## config.mk

```make
export PLATFORM = sky130hd
export DESIGN_NAME = dwrr_credit_allocator
export DESIGN_NICKNAME = d
export VERILOG_FILES = /design/src/rtl/dwrr_credit_allocator.sv
export SDC_FILE = /design/constraint.sdc
export NUM_CORES = 1
export LEC_CHECK = 0
export ABC_AREA = 1
export CELL_PAD_IN_SITES_DETAIL_PLACEMENT = 0
export CELL_PAD_IN_SITES_GLOBAL_PLACEMENT = 1
export CORE_MARGIN = 1
export CORE_UTILIZATION = 45
export CTS_BUF_LIST = sky130_fd_sc_hd__clkbuf_4 sky130_fd_sc_hd__clkbuf_8 sky130_fd_sc_hd__clkbuf_16
export DETAILED_ROUTE_END_ITERATION = 8
export PLACE_DENSITY_LB_ADDON = 0.1
export SLEW_MARGIN = 15
export SYNTH_ARGS = -nofsm -noshare
export SYNTH_HDL_FRONTEND = slang
export SYNTH_SLANG_ARGS = --single-unit
export TNS_END_PERCENT = 50
```

## constraint.sdc

```tcl
create_clock -name clk -period 4.1 [get_ports clk]
set_clock_uncertainty 0.05 [all_clocks]
set_input_delay 0.41 -clock clk [delete_from_list [all_inputs] [get_ports clk]]
set_output_delay 0.41 -clock clk [all_outputs]
set_load 0.02 [all_outputs]
```

## src/rtl/dwrr_credit_allocator.sv

```systemverilog
// rtl/dwrr_credit_allocator.sv - DWRR deficit-credit replenish, lookup and consume engine
// Each tlast triggers one order-table read; the returned flow gets QUANTUM credits.

module dwrr_credit_allocator #(
  parameter int FLOW_W       = 3,
  parameter int MAX_CREDIT_W = 3,
  parameter int QUANTUM      = 2,
  parameter int ORDER_LAT    = 2,
  parameter int PEND_W       = 4
) (
  input  logic                    clk,
  input  logic                    rst,
  input  logic                    order_init_done,
  output logic                    order_rd_req,
  input  logic [FLOW_W-1:0]       order_rd_data,
  input  logic                    packet_tlast,
  input  logic [FLOW_W-1:0]       flow_check,
  output logic [MAX_CREDIT_W-1:0] flow_credit_value,
  input  logic                    consume_credit_valid,
  input  logic [FLOW_W-1:0]       consume_credit_flow,
  output logic                    busy,
  output logic                    credit_sat_err,
  output logic                    credit_undf_err,
  output logic                    pend_ovf_err
);

  localparam int NUM_FLOWS = 1 << FLOW_W;
  localparam int SUM_W     = MAX_CREDIT_W + 1;
  localparam int WAIT_W    = (ORDER_LAT > 1) ? $clog2(ORDER_LAT) : 1;

  localparam logic [SUM_W-1:0]        MAX_SUM    = SUM_W'((1 << MAX_CREDIT_W) - 1);
  localparam logic [SUM_W-1:0]        Q_SUM      = SUM_W'(QUANTUM);
  localparam logic [MAX_CREDIT_W-1:0] CREDIT_MAX = '1;
  localparam logic [WAIT_W-1:0]       WAIT_LOAD  = WAIT_W'(ORDER_LAT - 1);
  localparam logic [PEND_W-1:0]       PEND_MAX   = '1;

  typedef enum logic [1:0] {
    S_INIT,
    S_IDLE,
    S_WAIT,
    S_UPDATE
  } state_t;

  state_t                  state;
  state_t                  state_nxt;
  logic [WAIT_W-1:0]       wait_cnt;
  logic [WAIT_W-1:0]       wait_cnt_nxt;
  logic [PEND_W-1:0]       pending;
  logic [PEND_W-1:0]       pending_nxt;
  logic                    issue;
  logic                    pend_drop;
  logic [MAX_CREDIT_W-1:0] credit     [NUM_FLOWS];
  logic [MAX_CREDIT_W-1:0] credit_nxt [NUM_FLOWS];
  logic [NUM_FLOWS-1:0]    sat_hit;
  logic [NUM_FLOWS-1:0]    undf_hit;

  always_comb begin
    state_nxt    = state;
    wait_cnt_nxt = wait_cnt;
    issue        = 1'b0;
    case (state)
      S_INIT: begin
        if (order_init_done) state_nxt = S_IDLE;
      end
      S_IDLE: begin
        if ((pending != '0) || packet_tlast) begin
          issue        = 1'b1;
          wait_cnt_nxt = WAIT_LOAD;
          state_nxt    = S_WAIT;
        end
      end
      S_WAIT: begin
        if (wait_cnt == '0) state_nxt = S_UPDATE;
        else                wait_cnt_nxt = wait_cnt - 1'b1;
      end
      S_UPDATE: begin
        state_nxt = S_IDLE;
      end
      default: begin
        state_nxt = S_INIT;
      end
    endcase
  end

  // A tlast coinciding with an issue is netted out rather than counted then removed.
  always_comb begin
    pending_nxt = pending;
    pend_drop   = 1'b0;
    if (issue) begin
      if (!packet_tlast) pending_nxt = pending - 1'b1;
    end else if (packet_tlast) begin
      if (pending == PEND_MAX) pend_drop = 1'b1;
      else                     pending_nxt = pending + 1'b1;
    end
  end

  // Add is applied before consume so a same-cycle add makes a zero counter consumable.
  for (genvar g = 0; g < NUM_FLOWS; g++) begin : g_flow
    logic             add_hit;
    logic             sub_hit;
    logic [SUM_W-1:0] tot;
    logic [SUM_W-1:0] net;

    assign add_hit       = (state == S_UPDATE) && (order_rd_data == FLOW_W'(g));
    assign sub_hit       = consume_credit_valid && (consume_credit_flow == FLOW_W'(g));
    assign tot           = {1'b0, credit[g]} + (add_hit ? Q_SUM : '0);
    assign undf_hit[g]   = sub_hit && (tot == '0);
    assign net           = tot - ((sub_hit && (tot != '0)) ? SUM_W'(1) : '0);
    assign sat_hit[g]    = net > MAX_SUM;
    assign credit_nxt[g] = sat_hit[g] ? CREDIT_MAX : net[MAX_CREDIT_W-1:0];
  end

  always_ff @(posedge clk) begin
    if (rst) begin
      state             <= S_INIT;
      wait_cnt          <= '0;
      pending           <= '0;
      order_rd_req      <= 1'b0;
      flow_credit_value <= '0;
      busy              <= 1'b0;
      credit_sat_err    <= 1'b0;
      credit_undf_err   <= 1'b0;
      pend_ovf_err      <= 1'b0;
      for (int i = 0; i < NUM_FLOWS; i++) credit[i] <= '0;
    end else begin
      state             <= state_nxt;
      wait_cnt          <= wait_cnt_nxt;
      pending           <= pending_nxt;
      order_rd_req      <= issue;
      flow_credit_value <= credit[flow_check];
      busy              <= (state_nxt != S_IDLE) || (pending_nxt != '0);
      credit_sat_err    <= |sat_hit;
      credit_undf_err   <= |undf_hit;
      pend_ovf_err      <= pend_drop;
      for (int i = 0; i < NUM_FLOWS; i++) credit[i] <= credit_nxt[i];
    end
  end

endmodule

```

==> results.md <==
* Status: finished clean
* Initial Utilization at 0.4739
* Die W at 81.43 µm
* Clk network pwr share at 0.360
* Synth Instances at 421
* Syn_nets at 478
* #FFs+latches synth at 39
* Crit. End Element: register
* Final setup TNS at 0 ns
* Fin. max-slew vios at 0
* GR Overflow Total at 0
* Top-area cell type share of the netlist area at 0.2750
* Sw Ratio at 0.2906
* Asr flop ratio synth at 0
* TritonCTS Buffers at 5
* List of most frequent post-synthesis cells: nand2_1, inv_1, nor2_1
* Crit Path Class: in -> reg
* Global-route wire length before repair at about 11,000 µm
* Final WL at 6745 µm
* Synth Cell Area at approximately 0.0028 mm²
* Finish-stage setup viols at 0
* Port bufs at 21
* TritonCTS clock tree: built
* Hold_buf cts at 0
* Syn_area_per_cell at ~6.7 µm²
* Filler Cells Inserted at a little over 600
* Hold Path Depth at 2
* Clock Latency Late Sink at between 0.2 and 0.3 ns
* Slew margin rel. at 0.3663
* FF+latch area at about 780 µm²
* Cell mode on critical path: nor2_1
* Net Sw Power at approximately 0.27 mW
* Hold Violations, Final at 0
* Largest net degree at the start of global routing at 30
* Slew @ Worst Pin at between 0.9 and 1 ns
* PD cells at 291.9 mW/mm²
* Core area at roughly 0.0060 mm²
* Tcrit/Tclk final at 0.7110
* Die Footprint at about 0.0066 mm²
* Placed instance area at between 0.003 and 0.004 mm²
* DR pass1 iterations at 4
* NumNets Final at 500
* Seq/Total Area, Yosys at 0.2750
* Worst-path fanout max at 4
* Row cnt at 28
* Antenna violations before repair at 0
* DP Cell Count at between 500 and 600
* Vias in the first global route at around 2,200
* H-tree Lvls at 2
* Number of post-CTS setup repair buffers at 0
* Yosys warnings at 0
* Combinational power share at 0.198
* CP arrival at roughly 3.1 ns
* Die Y at around 80 µm
* Count leader, synth: nand2_1
* Post-synth EDFFs at 0
* Crit-path cells: clkdlybuf4s50_1 -> nand3b_1 -> nor2_1 -> ha_1 -> inv_1 -> ha_1 -> nand2_1 -> nor2_1 -> nor3_1 -> ha_1 -> nand2_1 -> xor2_1 -> nand4_1 -> nor2_1 -> nor2_1
* Max_cap viols at 0
* Vias/cell at 4.894
* GRT Util Overall at 0.2208
* Final GP Congestion at between 0.8 and 0.9
* CP max-delay cell: xor2_1
* Synth cell types at 27
* Path depth of the worst reg2reg path at 14
* Multi-input logic area at approximately 0.0017 mm²
* Primary FF master, synth: dfxtp_1
* Top post-synthesis cells by area: dfxtp_1, ha_1, nand2_1
* Worst Path Required at 4.24 ns
* Hpwl dp at about 5300 µm
* Worst hold path class: reg -> reg
* Antenna Nets Post-Route at 0
* Root Driver: clkbuf_8
* CTS resizes at 0
* Share of cells above drive strength 1 at 0.05180
* Worst setup margin at approximately 1.2 ns
* Hold slack final at about 0.42 ns
* DRC errors left at 0
* CP Launch Type: primary input
* Highest clock rate at roughly 340 MHz
* Largest area contributor in the netlist: dfxtp_1
* Avg WL per Cell at approximately 13 µm
* Leakage at between 1.5 and 2 nW
* Dpl ws at between 0.9 and 1 ns
* Diodes inserted at 0
* Max Root-Sink Buffers at 2
* Clock Pin Slew Worst Setup and Hold Paths at roughly 0.080 ns
* Final period demand of the worst path at just under 3 ns
* Non-Filler Instances at ~520
* CTS sink count at 39
* Int Power at roughly 0.67 mW
* Total number of vias at ~2,500
* Initial DRC Count at between 100 and 150
* CP peak stage delay at 0.42 ns
* R2r setup slk at about 1.3 ns
* Io pins at 22
* Max VDD drop at between 0.00015 and 0.0002 V
* Flop pwr share at 0.442
* RSZ-0062 raised after global routing: false
* Area delta synth->final at 13.79%
* Final instance area at 0.003231 mm²
## power groups by stage
stage | combinational [mW] | sequential, mW | clock [mW]
2_1_floorplan | 0.129 | 0.427 | 0
3_3_place_gp | 0.186 | 0.426 | 0
3_5_place_dp | 0.187 | 0.425 | 0
4_1_cts | 0.187 | 0.416 | 0.346
5_1_grt | 0.211 | 0.420 | 0.361
6_report | 0.186 | 0.417 | 0.340
## critical path: cells and delay by family
kind,cells,cell delay [ns]
and+or+nand+nor,9,1.18
buffers and inverters,2,0.46
adders and majority gates,3,0.58
xor gates and xnor gates,1,0.42
## cell usage in the layout, fill, tap and decap left out, types with 6 or more instances in the layout
cell type        Yosys  final
nand2_1            100    100
inv_1               81     81
nor2_1              48     48
ha_1                43     43
dfxtp_1             39     39
o21ai_0             22     22
clkdlybuf4s50_1      0     21
a21oi_1             14     14
nand3_1             12     12
xor2_1              12     12
nor3_1               7      7
nand3b_1             6      6
nand4_1              6      6
clkbuf_8             0      6
## kinds of logic after synthesis
| logic type | share of synthesized area |
|---|---|
| AND/OR/NAND/NOR | 0.2878 |
| buffers and inverters | 0.1256 |
| AO/OA/AOI/OAI | 0.08506 |
| adder cells (fa/ha/maj) | 0.1895 |
| flip-flops | 0.2750 |
| XOR/XNOR | 0.03702 |
## final timing paths
check,startpoint,to
worst max register to register,state[1]$_SDFF_PP0_,credit_sat_err$_SDFF_PP0_
worst min-delay path,wait_cnt$_SDFFE_PP0P_,wait_cnt$_SDFFE_PP0P_
worst min register to register,wait_cnt$_SDFFE_PP0P_,wait_cnt$_SDFFE_PP0P_
worst max-delay path,order_rd_data[2],credit_sat_err$_SDFF_PP0_
## stage by stage
| step | total power [mW] | utilization |
|---|---|---|
| after global placement | 0.6120 | 0.5196 |
| after floorplan | 0.5562 | - |
| final | 0.9430 | 0.5393 |
| after detailed placement | 0.6117 | 0.5196 |
| after CTS | 0.9500 | 0.5393 |
| after global routing | 0.9914 | 0.5393 |
## per-layer routing
metal	track usage	vias to the layer above	part of all wire
li1	-	1348	-
met1	0.2908	1146	0.50
met2	0.3592	40	0.46
met3	0.04556	6	0.032
met4	0.06964	0	0.015
met5	0	-	0
## cell type report
| type | instances | share of cell area |
|---|---|---|
| multi-input cells | 290 | 0.5267 |
| inverters | 85 | 0.09876 |
| repair buffers | 22 | 0.06739 |
| clock inverters | 2 | 0.01084 |
| well taps | 75 | 0.02905 |
| flip-flops and latches | 39 | 0.2417 |
| clock buffers | 6 | 0.02556 |
## flip-flops by register name, indices dropped and copies added, names as in the netlist
signal / flops
credit: 24
pending: 4
flow_credit_value: 3
state: 2
busy: 1
credit_sat_err: 1
credit_undf_err: 1
order_rd_req: 1
pend_ovf_err: 1
wait_cnt: 1
Power figures use the tool's default switching activity.
